==> src/rtl/nn_ctrl_pkg.sv <==
// Shared types and widths for the NeuralNetwork inference sequencer.
package nn_ctrl_pkg;

   // Default widths of the argmax index and Q8.8 max value.
   localparam int unsigned IDX_W_DEFAULT = 4;
   localparam int unsigned VAL_W_DEFAULT = 16;

   // Width of the watchdog and inference counters.
   localparam int unsigned CNT_W = 16;

   // Width of the NN reset down-counter (RESET_CYCLES is 1..15).
   localparam int unsigned RST_CNT_W = 4;

   typedef enum logic [2:0] {
      StIdle   = 3'd0,
      StNnRst  = 3'd1,
      StSettle = 3'd2,
      StRun    = 3'd3,
      StWait   = 3'd4,
      StDone   = 3'd5
   } state_e;

   // The sequencer counts as busy in every state other than idle.
   function automatic logic state_is_busy(state_e s);
      return s != StIdle;
   endfunction

endpackage

==> src/rtl/sync_toggle_edge.sv <==
// Two-flop synchronizer plus edge detector for an asynchronous toggle
// signal: every level change yields one single-cycle event pulse.
module sync_toggle_edge (
   input  logic clk_i,
   input  logic rst_ni,
   input  logic toggle_i,
   output logic event_o
);

   logic sync1_q;
   logic sync2_q;
   logic last_q;
   logic event_q;

   // Synchronize the toggle, remember the previous level and register the edge pulse.
   always_ff @(posedge clk_i or negedge rst_ni) begin
      if (!rst_ni) begin
         sync1_q <= 1'b0;
         sync2_q <= 1'b0;
         last_q  <= 1'b0;
         event_q <= 1'b0;
      end else begin
         sync1_q <= toggle_i;
         sync2_q <= sync1_q;
         last_q  <= sync2_q;
         event_q <= sync2_q ^ last_q;
      end
   end

   assign event_o = event_q;

endmodule

==> src/rtl/nn_infer_sequencer.sv <==
// Sequences one NeuralNetwork inference per trigger: reset pulse, settle,
// input-valid, wait for the argmax result (with watchdog), then capture.
module nn_infer_sequencer
   import nn_ctrl_pkg::*;
#(
   parameter int unsigned RESET_CYCLES   = 2,
   parameter int unsigned TIMEOUT_CYCLES = 65535,
   parameter int unsigned IDX_W          = IDX_W_DEFAULT,
   parameter int unsigned VAL_W          = VAL_W_DEFAULT
) (
   input  logic             clk,
   input  logic             reset_n,
   input  logic             frame_toggle,
   input  logic             start_pulse,
   input  logic             auto_mode,
   input  logic             max_valid,
   input  logic [IDX_W-1:0] max_index,
   input  logic [VAL_W-1:0] max_value,
   output logic             nn_reset,
   output logic             nn_valid,
   output logic [IDX_W-1:0] result_index,
   output logic [VAL_W-1:0] result_value,
   output logic             result_valid,
   output logic             busy,
   output logic             timeout_err,
   output logic [CNT_W-1:0] infer_count
);

   // Load values for the down-counter and the last watchdog count before expiry.
   localparam logic [RST_CNT_W-1:0] RST_LAST = RST_CNT_W'(RESET_CYCLES - 1);
   localparam logic [CNT_W-1:0]     WD_LAST  = CNT_W'(TIMEOUT_CYCLES - 1);
   localparam logic [CNT_W-1:0]     CNT_ONE  = CNT_W'(1);
   localparam logic [RST_CNT_W-1:0] RST_ONE  = RST_CNT_W'(1);

   state_e               state_q;
   logic [RST_CNT_W-1:0] rst_cnt_q;
   logic [CNT_W-1:0]     wd_q;
   logic                 pending_q;
   logic [IDX_W-1:0]     result_index_q;
   logic [VAL_W-1:0]     result_value_q;
   logic                 result_valid_q;
   logic                 timeout_err_q;
   logic [CNT_W-1:0]     infer_count_q;

   logic frame_event;
   logic trigger;
   logic wd_expire;
   logic busy_w;
   logic nn_reset_w;
   logic nn_valid_w;

   sync_toggle_edge u_sync_toggle_edge (
      .clk_i    (clk),
      .rst_ni   (reset_n),
      .toggle_i (frame_toggle),
      .event_o  (frame_event)
   );

   // Trigger sources, watchdog expiry and the state-decoded NN handshake.
   always_comb begin
      trigger    = frame_event | start_pulse | (auto_mode & (state_q == StDone));
      wd_expire  = (state_q == StWait) && (wd_q == WD_LAST);
      busy_w     = state_is_busy(state_q);
      nn_reset_w = (state_q == StNnRst);
      // nn_valid drops in the WAIT exit cycle, whether by result or by expiry.
      nn_valid_w = (state_q == StRun) |
                   ((state_q == StWait) & ~max_valid & ~wd_expire);
   end

   // Main sequencer FSM with its counters, pending flag and result registers.
   always_ff @(posedge clk or negedge reset_n) begin
      if (!reset_n) begin
         state_q        <= StIdle;
         rst_cnt_q      <= '0;
         wd_q           <= '0;
         pending_q      <= 1'b0;
         result_index_q <= '0;
         result_value_q <= '0;
         result_valid_q <= 1'b0;
         timeout_err_q  <= 1'b0;
         infer_count_q  <= '0;
      end else begin
         result_valid_q <= 1'b0;

         // One-deep pending flag; DONE consumes its own trigger directly.
         if (trigger && busy_w && (state_q != StDone)) begin
            pending_q <= 1'b1;
         end

         unique case (state_q)
            StIdle: begin
               if (trigger) begin
                  state_q       <= StNnRst;
                  rst_cnt_q     <= RST_LAST;
                  timeout_err_q <= 1'b0;
                  pending_q     <= 1'b0;
               end
            end
            StNnRst: begin
               if (rst_cnt_q == '0) begin
                  state_q <= StSettle;
               end else begin
                  rst_cnt_q <= rst_cnt_q - RST_ONE;
               end
            end
            StSettle: begin
               state_q <= StRun;
            end
            StRun: begin
               state_q <= StWait;
               wd_q    <= '0;
            end
            StWait: begin
               // A result in the expiry cycle takes priority over the watchdog.
               if (max_valid) begin
                  result_index_q <= max_index;
                  result_value_q <= max_value;
                  result_valid_q <= 1'b1;
                  infer_count_q  <= infer_count_q + CNT_ONE;
                  state_q        <= StDone;
               end else if (wd_expire) begin
                  timeout_err_q <= 1'b1;
                  state_q       <= StDone;
               end else begin
                  wd_q <= wd_q + CNT_ONE;
               end
            end
            StDone: begin
               if (pending_q || trigger) begin
                  state_q   <= StNnRst;
                  rst_cnt_q <= RST_LAST;
                  pending_q <= 1'b0;
               end else begin
                  state_q <= StIdle;
               end
            end
            default: begin
               state_q <= StIdle;
            end
         endcase
      end
   end

   assign nn_reset     = nn_reset_w;
   assign nn_valid     = nn_valid_w;
   assign busy         = busy_w;
   assign result_index = result_index_q;
   assign result_value = result_value_q;
   assign result_valid = result_valid_q;
   assign timeout_err  = timeout_err_q;
   assign infer_count  = infer_count_q;

endmodule

==> config.mk <==
export PLATFORM = sky130hd
export DESIGN_NAME = nn_infer_sequencer
export DESIGN_NICKNAME = d
export VERILOG_FILES = /design/src/rtl/nn_ctrl_pkg.sv /design/src/rtl/sync_toggle_edge.sv /design/src/rtl/nn_infer_sequencer.sv
export SDC_FILE = /design/constraint.sdc
export NUM_CORES = 1
export LEC_CHECK = 0
export ABC_AREA = 1
export CAP_MARGIN = 15
export CELL_PAD_IN_SITES_DETAIL_PLACEMENT = 1
export CELL_PAD_IN_SITES_GLOBAL_PLACEMENT = 1
export CORE_AREA = 2 2 105 107
export CTS_CLUSTER_SIZE = 24
export DETAILED_ROUTE_END_ITERATION = 6
export DIE_AREA = 0 0 107 109
export PLACE_DENSITY_LB_ADDON = 0.08
export SETUP_SLACK_MARGIN = 0.2
export SYNTH_ARGS = -nofsm -noshare
export SYNTH_HDL_FRONTEND = slang
export SYNTH_SLANG_ARGS = --single-unit
==> constraint.sdc <==
create_clock -name clk -period 1.5 [get_ports clk]
set_input_delay 0.225 -clock clk [delete_from_list [all_inputs] [get_ports clk]]
set_output_delay 0.225 -clock clk [all_outputs]
set_load 0.05 [all_outputs]
Word-level counts from Yosys, hierarchy flattened
Index checks and enable logic that the tools add are counted.
- register bits: 66
- output and inout bits: 41
- $add $sub $neg: 3
- mux-type cells: 23
- bitwise logic cells: 9
- reductions and logical operators: 15
- equal/unequal tests: 15
- operators with widths (operator ; count):
    adder 16 x 1 -> 16 bit (second input constant) ; 2
    two-way mux 16 bit ; 2
    case mux 16 bit (2 select lines) ; 1
    case mux 3 bit (6 select lines) ; 1
    equality test 16 bit (second input constant) ; 1
    two-way mux 3 bit ; 4
    two-way mux 4 bit ; 3
    case mux 4 bit (3 select lines) ; 1
    inequality test 2 bit (second input constant) ; 5
    two-way mux 1 bit ; 9
    AND reduction 4 bit ; 2
    equality test 3 x 2 -> 1 bit (second input constant) ; 2
    equality test 3 bit (second input constant) ; 2
    inequality test 3 bit (second input constant) ; 2
    AND reduction 3 bit ; 2
    nonzero test 3 bit ; 2
    zero test 4 bit ; 1
    inequality test 2 x 1 -> 1 bit (second input constant) ; 2
    case mux 1 bit (2 select lines) ; 2
    nonzero test 2 bit ; 2
    subtractor 4 x 1 -> 4 bit (second input constant) ; 1
    AND 1 bit ; 3
    equality test 3 x 1 -> 1 bit (second input constant) ; 1
    logical AND 1 bit ; 3
    other kinds (6) ; 9

Logic depth before layout (Yosys ltp)
Gate-level depths: netlist of the first run.
- depth in word-level cells: 8
- depth in mapped cells: 11

By module
A second synthesis of the first run with hierarchy kept.
- cells, all modules: 443
- area total of the unflattened synthesis: 3493.4 µm²
- modules (own cells, without submodules) (module ; instances ; cells an instance ; area each (µm²)):
    nn_infer_sequencer ; 1 ; 434 ; 3374.5
    sync_toggle_edge ; 1 ; 9 ; 118.9

Least setup slack after synthesis of the first run
OpenSTA, ideal clock, no wires.
- path kind: register to register
- from: reg state_q[1]
- to: reg rst_cnt_q[1]
- slack: -0.445 ns
- data required time: 1.435 ns
- data arrival time: 1.880 ns
- cell stages (with the launch flop): 9
- cells stage by stage: dfrtp_1 inv_2 nand2_1 nor2_1 inv_1 nor2_1 inv_1 or2_0 nand2_1
- elaborated cells between the ends (all ways): 12
- RTL lines (element ; RTL line ; text):
    from (decl) ; nn_infer_sequencer.sv:35 ; state_e state_q;
    from (signal assigned) ; nn_infer_sequencer.sv:73 ; state_q <= StIdle;
    from (signal assigned) ; nn_infer_sequencer.sv:93 ; state_q <= StNnRst;
    from (signal assigned) ; nn_infer_sequencer.sv:101 ; state_q <= StSettle;
    equality test 3 x 1 -> 1 bit (*) ; -- ;
    via nn_reset ; nn_infer_sequencer.sv:19 ; output logic nn_reset,
    inequality test 2 bit (no source line) / nonzero test 3 bit (equally long branches) ; -- ;
    AND reduction 4 bit (no source line) ; -- ;
    to (signal assigned) ; nn_infer_sequencer.sv:103 ; rst_cnt_q <= rst_cnt_q - RST_ONE;
    to (decl) ; nn_infer_sequencer.sv:36 ; logic [RST_CNT_W-1:0] rst_cnt_q;
Mark *: on every way through the listed nets, which the timed path passes. The rest lies on a longest branch.
A chain may end at the register's enable or synchronous reset.

Worst setup path in the final report of the first run
- from: reg wd_q[1]
- to: out nn_valid
- cells in the longest elaborated chain, start to end: 5
- ends and longest elaborated chain (element ; RTL line ; text):
    from (decl) ; nn_infer_sequencer.sv:37 ; logic [CNT_W-1:0] wd_q;
    from (signal assigned) ; nn_infer_sequencer.sv:125 ; wd_q <= wd_q + CNT_ONE;
    equality test 16 bit ; nn_infer_sequencer.sv:62 ; wd_expire = (state_q == StWait) && (wd_q == WD_LAST);
    logical AND 1 bit ; nn_infer_sequencer.sv:62 ;
    inverter 1 bit ; nn_infer_sequencer.sv:67 ; ((state_q == StWait) & ~max_valid & ~wd_expire);
    AND 1 bit ; nn_infer_sequencer.sv:67 ;
    bitwise OR 1 bit ; nn_infer_sequencer.sv:66 ; nn_valid_w = (state_q == StRun) |
    to (decl) ; nn_infer_sequencer.sv:20 ; output logic nn_valid,
Every way passes these cells.

==> results.json, run 1 <==
{
  "r2r_slack_ns": -0.23,
  "max_slew_margin_pct": 74.6,
  "synthAdderAreaFrac_pct": 1.80,
  "worstSetupStartpoint": "wd_q[1]$_DFFE_PN0P_",
  "drt_iter0_drc": 135,
  "crit_top_cell": "nand2_2",
  "core_area_sq_mm": 0.0106,
  "timing.fmax_ghz": 0.540,
  "multi_input_comb_area_sq_mm": 0.00210,
  "vias": 3417,
  "dieArea_sq_mm": 0.0117,
  "worstPathMaxFanout": 3,
  "io_pins": 67,
  "numPortBuffers": 66,
  "synth_nets": 473,
  "synth_simple_gate_area_share_pct": 34.5,
  "worst-r2r-cell-count": 11,
  "drive_gt1_share_pct": 47.6,
  "peakVddDrop_mv": 1.05,
  "synth_seq_area_share_pct": 47.5,
  "overflow": 0,
  "track_usage_pct": 19.7,
  "hp-class": "in2reg",
  "final_hold_viol_count": 0,
  "rsz0062_at_grt": "yes",
  "r2r-end": "wd_q[0]$_DFFE_PN0P_",
  "numCtsBuffers": 9,
  "muxShareOfSynthArea_pct": 0,
  "path_cells": "ha_4 -> nand2_2 -> nor2_2 -> nand2_2 -> o21ai_2 -> nand2_2 -> buf_12",
  "synth_top_cell_by_area": "dfrtp_1",
  "netlist_area_sq_mm": 0.00348,
  "cts.sinks": 66,
  "firstDrtPassIters": 4,
  "clockBufferDepth": 2,
  "stdcell_area_sq_mm": 0.00598,
  "worst_slack_ns": -0.353,
  "wire_per_inst_microns": 15.2,
  "synthesis.instances": 442,
  "failed_checks": "setup timing",
  "synth_top_area_share_pct": 47.5,
  "critPathLaunchType": "flop",
  "cp.arrival_ns": 1.63,
  "synthXorXnorAreaFrac_pct": 5.54,
  "min_period_ns": 1.85,
  "clk_pin_slew_ns": 0.08,
  "gp_congestion": 0.764,
  "fillers": 1217,
  "die_width_microns": 107,
  "critPathSlowestCell": "dfrtp_1",
  "worstSetupPathType": "reg2out",
  "finalWirelength_microns": 11200,
  "tightest_slew_ns": 0.380,
  "ys_ff_latch": 66,
  "synth_top_family_by_area": "simple AND/OR/NAND/NOR gates",
  "area.growth.synth_to_final_pct": 71.9,
  "fin_nets": 625,
  "min-delay-start": "frame_toggle",
  "grt_pass1_vias": 3737,
  "clkLatencyLatePin_ns": 0.35,
  "syn_area_per_cell_sq_um": 7.87,
  "yosys-top-cells-area": "dfrtp_1, nand2_1, nor2_1, xor2_1, nand3_1",
  "maxSlewViolCount": 0,
  "timing.rr.start": "wd_q[1]$_DFFE_PN0P_",
  "via_per_inst": 4.62,
  "drc": 0,
  "die_h_microns": 109,
  "hpwl_microns": 6740,
  "fin_crit_sh_pct": 124,
  "finalSetupViolations": 26,
  "antenna_cells": 0,
  "synth.distinct_cells": 27,
  "row_count": 38,
  "required_ns": 1.27,
  "grt_max_degree": 67,
  "tritoncts": "yes",
  "antenna_found_initial": 0,
  "max_stage_delay_ns": 0.44,
  "grt_first_pass_wirelength_microns": 18000,
  "p_leak_nw": 2.81,
  "final_util_pct": 56.4,
  "detailed_place.area_sq_mm": 0.00483,
  "cap_violations": 0,
  "synth_compound_area_share_pct": 4.85,
  "initial_utilization_pct": 32.8,
  "cts-root-buf": "clkbuf_8",
  "skew_ns": 0.00701,
  "power_density_mw_per_mm2": 1680,
  "outcome": "finished with violations",
  "end_kind": "primary output",
  "cp-endpoint": "nn_valid",
  "register_area_sq_mm": 0.00167,
  "ant_nets": 0,
  "ys_warn_count": 0,
  "h-tree-depth": 3
}
## metal layers
metal / share of wire [%] / wire length (microns) / global-route usage, % / vias to the layer above
met3: 3.7 / 414 / 4.96 / 9
met5: 0 / 0 / 0 / -
met4: 0.86 / 96 / 4.64 / 0
li1: - / - / - / 1688
met1: 42 / 4760 / 23.0 / 1675
met2: 53 / 5950 / 36.2 / 45
## cells by family (layout without fill, tap and decap cells)
group,count (synthesis),after routing
AOI/OAI and AO/OA,24,24
xor gates and xnor gates,22,22
buffers and inverters,46,202
adders and majority gates,5,5
and+or+nand+nor,279,280
DFF,66,66
## cell usage after synthesis
cell type,count
xor2_1,17
and3b_1,1
buf_4,1
nand4_1,9
nor2_2,4
buf_6,3
nor2_4,3
nor3_1,6
nand3_4,1
inv_2,3
nand2_1,173
nor2_1,43
inv_1,32
nand3b_1,1
o21bai_1,3
nand3_1,28
buf_2,4
o21ai_0,10
or2_0,1
nor3b_1,2
nand2_2,6
ha_1,5
clkbuf_1,3
xnor2_1,5
dfrtp_1,66
o21ai_2,11
nand2_4,1
## power breakdown
| part | total (W) | switching (W) | leakage, nW | internal, W |
|---|---|---|---|---|
| registers | 0.00279 | 0.000493 | 0.835 | 0.00230 |
| clock network | 0.00134 | 0.000742 | 0.0831 | 0.000596 |
| logic | 0.00591 | 0.00339 | 1.89 | 0.00252 |
| total | 0.0100 | 0.00463 | 2.81 | 0.00541 |
## sequential cells by signal, indices dropped and copies added, names as in the netlist
signal,count
infer_count,16
result_value,16
wd_q,16
result_index,4
rst_cnt_q,4
state_q,3
pending_q,1
result_valid,1
timeout_err,1
u_sync_toggle_edge.event_o,1
u_sync_toggle_edge.last_q,1
u_sync_toggle_edge.sync1_q,1
u_sync_toggle_edge.sync2_q,1
## final cells by class
type	count	area share (%)
multi-input combinational	331	35.1
timing repair buffer	151	29.1
sequential	66	27.9
tap	140	2.93
inverter	35	2.24
clock buffer	11	2.20
clock inverter	5	0.523
## how the worst min path moves through the flow
stage	cells after the start	slack, ns	endpoint
floorplan	0	-0.07	infer_count[0]$_DFFE_PN0P_
global placement	2	0.29	wd_q[9]$_DFFE_PN0P_
detailed placement	2	0.28	wd_q[8]$_DFFE_PN0P_
CTS	1	0.29	u_sync_toggle_edge.sync1_q$_DFF_PN0_
global route	1	0.31	u_sync_toggle_edge.sync1_q$_DFF_PN0_
finish	1	0.31	u_sync_toggle_edge.sync1_q$_DFF_PN0_
## worst max-delay path: cells and delay by family (launching register included)
kind / cells / cell delay [ns]
AO/OA/AOI/OAI: 1 / 0.16
flip-flops: 1 / 0.44
buffers and inverters: 1 / 0.17
adder cells (fa/ha/maj): 1 / 0.16
AND/OR/NAND/NOR: 4 / 0.35
## per-stage QoR
step	hold WS, ns	setup WS, ns	setup TNS, ns	power (W)	std cells
finish	0.311	-0.353	-3.32	0.0100	739
CTS	0.292	-0.393	-2.62	0.00969	726
global route	0.308	-0.446	-7.14	0.0106	739
detailed placement	0.283	-0.278	-3.91	0.00731	680
floorplan	-0.0706	0.0332	0	0.00555	442
global placement	0.287	-0.227	-2.81	0.00723	680
## placed cells by master, fill, tap and decap left out, drive strengths merged
master / n
and3b: 1
buf: 122
clkbuf: 15
clkdlybuf4s50: 24
clkinv: 4
clkinvlp: 1
dfrtp: 66
dlygate4sd3: 1
ha: 5
inv: 35
nand2: 180
nand3: 29
nand3b: 1
nand4: 9
nor2: 51
nor3: 6
nor3b: 2
o21ai: 21
o21bai: 3
or2: 1
xnor2: 5
xor2: 17
## repair_timing
item / 4_1_cts / 5_1_grt
pin swaps: 28 / 26
endpoints found under the setup margin: 63 / 65
resized for setup: 103 / 46
setup buffers: 24 / 10
hold endpoints to repair: 66 / 0
gates cloned: 5 / 3
hold buffers: 1 / 0
(Power assumes the default switching activity.)
==> run 2: changes to the inputs <==
--- a/config.mk
+++ b/config.mk
@@ -9,12 +9,14 @@
 export CAP_MARGIN = 15
 export CELL_PAD_IN_SITES_DETAIL_PLACEMENT = 1
 export CELL_PAD_IN_SITES_GLOBAL_PLACEMENT = 1
-export CORE_AREA = 2 2 105 107
+export CORE_AREA = 2 2 103 105
+export CTS_BUF_LIST = sky130_fd_sc_hd__clkbuf_2
 export CTS_CLUSTER_SIZE = 24
 export DETAILED_ROUTE_END_ITERATION = 6
-export DIE_AREA = 0 0 107 109
-export PLACE_DENSITY_LB_ADDON = 0.08
+export DIE_AREA = 0 0 105 107
+export PLACE_DENSITY = 0.86
 export SETUP_SLACK_MARGIN = 0.2
+export SLEW_MARGIN = 20
 export SYNTH_ARGS = -nofsm -noshare
 export SYNTH_HDL_FRONTEND = slang
 export SYNTH_SLANG_ARGS = --single-unit
==> results.json, run 2 (synthesized netlist as in run 1, its figures left out) <==
{
  "outcome": "finished with violations",
  "failed_checks": "setup timing",
  "vias": 4093,
  "gp_congestion": 0.831,
  "die_width_microns": 105,
  "most-common-layout-cells": "nand2_1, buf_4, buf_6, dfrtp_1, nand2_2",
  "tritoncts": "yes",
  "cts-root-buf": "clkbuf_2",
  "clockBufferDepth": 2,
  "finalPower_w": 0.0113,
  "p_leak_nw": 2.97,
  "initial_utilization_pct": 34.5,
  "tightest_slew_ns": 0.447,
  "overflow": 0,
  "timing.fmax_ghz": 0.466,
  "grt_first_pass_wirelength_microns": 20700,
  "die_h_microns": 107,
  "core_area_sq_mm": 0.0101,
  "worstPathMaxFanout": 3,
  "drt_iter0_drc": 224,
  "dieArea_sq_mm": 0.0112,
  "worst_slack_ns": -0.645,
  "fin_crit_sh_pct": 143,
  "rsz0062_at_grt": "yes",
  "numPortBuffers": 66,
  "wire_per_inst_microns": 24.9,
  "clkLatencyLatePin_ns": 0.57,
  "min_period_ns": 2.14,
  "antenna_found_initial": 0,
  "worstSetupPathType": "reg2out",
  "h-tree-depth": 3,
  "track_usage_pct": 23.3,
  "cts.sinks": 66,
  "antenna_cells": 0,
  "place_ws_ns": -0.341,
  "required_ns": 1.27,
  "final_hold_viol_count": 0,
  "maxSlewViolCount": 0,
  "grt_max_degree": 67,
  "finalWirelength_microns": 18900,
  "power_density_mw_per_mm2": 1800,
  "cp.arrival_ns": 1.92,
  "stdcell_count": 757,
  "row_count": 37,
  "via_per_inst": 5.41,
  "numCtsBuffers": 9,
  "finalSetupViolations": 63,
  "peakVddDrop_mv": 1.36,
  "skew_ns": 0.0353,
  "critPathLaunchType": "flop",
  "cap_violations": 0,
  "hp-class": "in2reg",
  "drc": 0,
  "clk_pin_slew_ns": 0.23,
  "placed_cells": 669,
  "ant_nets": 0,
  "hpwl_microns": 7400,
  "firstDrtPassIters": 4,
  "max_slew_margin_pct": 70.1,
  "fin_nets": 647,
  "drive_gt1_share_pct": 49.1,
  "grt_pass1_vias": 4089,
  "area.growth.synth_to_final_pct": 79.9,
  "io_pins": 67,
  "mostFrequentLayoutCell": "nand2_1",
  "end_kind": "primary output"
}
==> run 2: cell count changes in the layout (fill, tap and decap cells not counted), moves of 4 or more <==
cell	delta
nand2_2	-18
nand2_1	+15
o21ai_2	-4
buf_6	+28
clkbuf_8	-9
buf_4	-5
nor2_1	-4
clkbuf_2	+9
==> run 2: worst max-delay path, stage by stage (launching register included) <==
cell and delay, ns:
dfrtp_2 0.47, nand2_1 0.12, nor2_2 0.34, inv_1 0.18, nand2_4 0.12, buf_12 0.14
==> run 2: timing repair <==
item | 4_1_cts | 5_1_grt
hold buffers | 1 | 0
resized for setup | 86 | 103
setup buffers | 33 | 31
endpoints found under the setup margin | 69 | 99
hold endpoints to repair | 66 | 0
gates cloned | 1 | 6
pin swaps | 24 | 42
==> run 2: per-stage QoR <==
| stage | setup TNS [ns] | utilization, % | hold WS, ns | area [sq um] |
|---|---|---|---|---|
| after floorplan | 0 | - | -0.0706 | 3580 |
| after global placement | -2.69 | 47.1 | 0.277 | 4760 |
| after global routing | -12.86 | 62.0 | 0.0799 | 6260 |
| after detailed placement | -6.19 | 47.1 | 0.285 | 4760 |
| after CTS | -4.03 | 54.3 | 0.131 | 5480 |
| final | -10.06 | 62.0 | 0.107 | 6260 |
==> run 2: final cells by class <==
class | count | area (sq um)
fill | 1141 | 3830
multi-input combinational | 331 | 2170
timing repair buffer | 173 | 1960
sequential | 66 | 1670
tap | 136 | 170
inverter | 35 | 141
clock inverter | 7 | 93.8
clock buffer | 9 | 45.0
==> run 2: worst paths after layout <==
check	from	end	slack (ns)	cells after the start
setup reg to reg	wd_q[0]$_DFFE_PN0P_	wd_q[1]$_DFFE_PN0P_	-0.38	13
hold reg to reg	u_sync_toggle_edge.sync1_q$_DFF_PN0_	u_sync_toggle_edge.sync2_q$_DFF_PN0_	0.38	0
max in group asynchronous	reset_n	infer_count[10]$_DFFE_PN0P_	0.97	3
min in group asynchronous	reset_n	result_value[7]$_DFFE_PN0P_	0.19	3
hold / removal	frame_toggle	u_sync_toggle_edge.sync1_q$_DFF_PN0_	0.11	1
setup / recovery	state_q[0]$_DFFE_PN0P_	nn_valid	-0.64	5
==> run 2: power by group <==
group          total (W)  switching, W  internal, W  leakage [nW]
clock            0.00137      0.000819     0.000548        0.0795
combinational    0.00700       0.00406      0.00293          2.06
sequential       0.00289      0.000594      0.00230         0.831
==> run 2: layer usage <==
| metal | track usage (%) | up-vias | part of all wire [%] |
|---|---|---|---|
| met4 | 8.76 | 0 | 6.7 |
| met5 | 0 | - | 0 |
| met3 | 4.01 | 90 | 5.2 |
| li1 | - | 1744 | - |
| met2 | 43.9 | 213 | 53 |
| met1 | 26.0 | 2046 | 36 |
==> run 3: changes to the inputs <==
--- a/config.mk
+++ b/config.mk
@@ -14,6 +14,7 @@
 export CTS_CLUSTER_SIZE = 24
 export DETAILED_ROUTE_END_ITERATION = 6
 export DIE_AREA = 0 0 105 107
+export MAX_ROUTING_LAYER = met4
 export PLACE_DENSITY = 0.86
 export SETUP_SLACK_MARGIN = 0.2
 export SLEW_MARGIN = 20
==> results.json, run 3 (synthesized netlist as in run 1, its figures left out) <==
{
  "p_comb_share_pct": 62.9,
  "clkLatencyLatePin_ns": 0.56,
  "cp.arrival_ns": 1.94,
  "timing.fmax_ghz": 0.461,
  "final_hold_viol_count": 0,
  "mostFrequentLayoutCell": "nand2_1",
  "grt_first_pass_wirelength_microns": 20700,
  "hold_path_end": "u_sync_toggle_edge.sync1_q$_DFF_PN0_",
  "tightest_slew_ns": 0.437,
  "numCtsBuffers": 9,
  "min_period_ns": 2.17,
  "initial_utilization_pct": 34.5,
  "clockBufferDepth": 2,
  "cts.sinks": 66,
  "finalWirelength_microns": 19200,
  "failed_checks": "setup timing",
  "power_density_mw_per_mm2": 1810,
  "outcome": "finished with violations",
  "fillers": 1133,
  "cts-root-buf": "clkbuf_2",
  "hold_depth": 1,
  "min-delay-start": "frame_toggle",
  "worstSetupPathType": "reg2out",
  "fin_nets": 648,
  "p_leak_nw": 3.01,
  "clk_pin_slew_ns": 0.23,
  "switching_share_pct": 48.7,
  "final_util_pct": 62.7,
  "r2r-end": "wd_q[12]$_DFFE_PN0P_",
  "vias": 4121,
  "drc": 0,
  "drive_gt1_share_pct": 51.6,
  "worst_hold_slack_ns": 0.0903,
  "rsz0062_at_grt": "yes",
  "crit_buf_inv": 2,
  "h-tree-depth": 3,
  "drt_iter0_drc": 222,
  "track_usage_pct": 23.9,
  "antenna_found_initial": 0,
  "crit_top_cell": "nand2_2",
  "dieArea_sq_mm": 0.0112,
  "maxSlewViolCount": 0,
  "path_cells": "inv_2 -> ha_4 -> nand2_2 -> nor2_2 -> nand2_2 -> o21ai_4 -> nand2_4 -> buf_12",
  "worst-r2r-cell-count": 13,
  "wire_per_inst_microns": 25.3,
  "gp_congestion": 0.843,
  "row_count": 37,
  "io_pins": 67,
  "critPathSlowestCell": "dfrtp_1",
  "overflow": 0,
  "firstDrtPassIters": 5,
  "tritoncts": "yes",
  "max_slew_margin_pct": 70.7,
  "required_ns": 1.27,
  "worst_path_dominant_cell_family": "flip-flops",
  "cap_violations": 0,
  "stdcell_area_sq_mm": 0.00633,
  "max_stage_delay_ns": 0.47,
  "detailed_place.area_sq_mm": 0.00476,
  "most-common-layout-cells": "nand2_1, buf_4, buf_6, dfrtp_1, nand2_2",
  "timing.rr.start": "wd_q[0]$_DFFE_PN0P_",
  "peakVddDrop_mv": 1.22,
  "switching_power_w": 0.00559,
  "numPortBuffers": 66,
  "worstPathMaxFanout": 2,
  "worst_slack_ns": -0.668,
  "ant_nets": 0,
  "core_area_sq_mm": 0.0101,
  "grt_max_degree": 67,
  "hp-class": "in2reg",
  "intPower_w": 0.00588,
  "skew_ns": 0.0361,
  "hpwl_microns": 7400,
  "finalSetupViolations": 52,
  "die_width_microns": 105,
  "antenna_cells": 0,
  "r2r_slack_ns": -0.48,
  "die_h_microns": 107,
  "via_per_inst": 5.44,
  "grt_pass1_vias": 4086,
  "p_seq_share_pct": 25.1,
  "end_kind": "primary output",
  "critPathLaunchType": "flop",
  "area.growth.synth_to_final_pct": 81.8,
  "clockPowerShare_pct": 12.0,
  "fin_crit_sh_pct": 145
}
run 3: per-stage QoR:
stage	instances	setup WS, ns	setup TNS [ns]	power [W]
4_1_cts	720	-0.571	-4.03	0.00971
5_1_grt	758	-0.698	-13.15	0.0118
3_3_place_gp	669	-0.198	-2.69	0.00711
6_report	758	-0.668	-10.77	0.0115
2_1_floorplan	442	0.0332	0	0.00555
3_5_place_dp	669	-0.341	-6.19	0.00731
run 3: timing repair:
item	4_1_cts	5_1_grt
gates cloned	1	6
pin swaps	24	44
endpoints found under the setup margin	69	100
gates resized for setup	86	121
endpoints found under the hold margin	66	0
hold buffers	1	0
buffers inserted	33	32
run 3: per-layer routing:
layer | GRT usage, % | wire length [microns] | part of all wire (%) | vias to the layer above
li1 | - | - | - | 1732
met1 | 26.3 | 6740 | 35 | 2086
met2 | 43.9 | 10200 | 53 | 211
met3 | 3.65 | 904 | 4.7 | 92
met4 | 8.76 | 1270 | 6.6 | 0
met5 | - | 0 | 0 | -
run 3: power groups by stage:
stage / combinational, W / clock, W / sequential (W)
floorplan: 0.00156 / 0 / 0.00398
global placement: 0.00433 / 0 / 0.00278
detailed placement: 0.00450 / 0 / 0.00281
CTS: 0.00565 / 0.00129 / 0.00277
global route: 0.00746 / 0.00143 / 0.00290
finish: 0.00721 / 0.00138 / 0.00287
run 3: worst max-delay path by stage:
| stage | start | depth (start not counted) | to | slack, ns |
|---|---|---|---|---|
| floorplan | wd_q[0]$_DFFE_PN0P_ | 8 | nn_valid | 0.03 |
| global placement | wd_q[0]$_DFFE_PN0P_ | 10 | wd_q[12]$_DFFE_PN0P_ | -0.20 |
| detailed placement | wd_q[0]$_DFFE_PN0P_ | 10 | wd_q[0]$_DFFE_PN0P_ | -0.34 |
| CTS | wd_q[0]$_DFFE_PN0P_ | 8 | nn_valid | -0.57 |
| global route | wd_q[0]$_DFFE_PN0P_ | 8 | nn_valid | -0.70 |
| finish | wd_q[0]$_DFFE_PN0P_ | 8 | nn_valid | -0.67 |
run 3: cell type report:
cell class | instances | area (sq um) | area share, %
inverter | 35 | 141 | 2.23
clock inverter | 7 | 93.8 | 1.48
timing repair buffer | 174 | 1970 | 31.2
sequential | 66 | 1670 | 26.5
tap | 136 | 170 | 2.69
clock buffer | 9 | 45.0 | 0.712
multi-input combinational | 331 | 2230 | 35.3
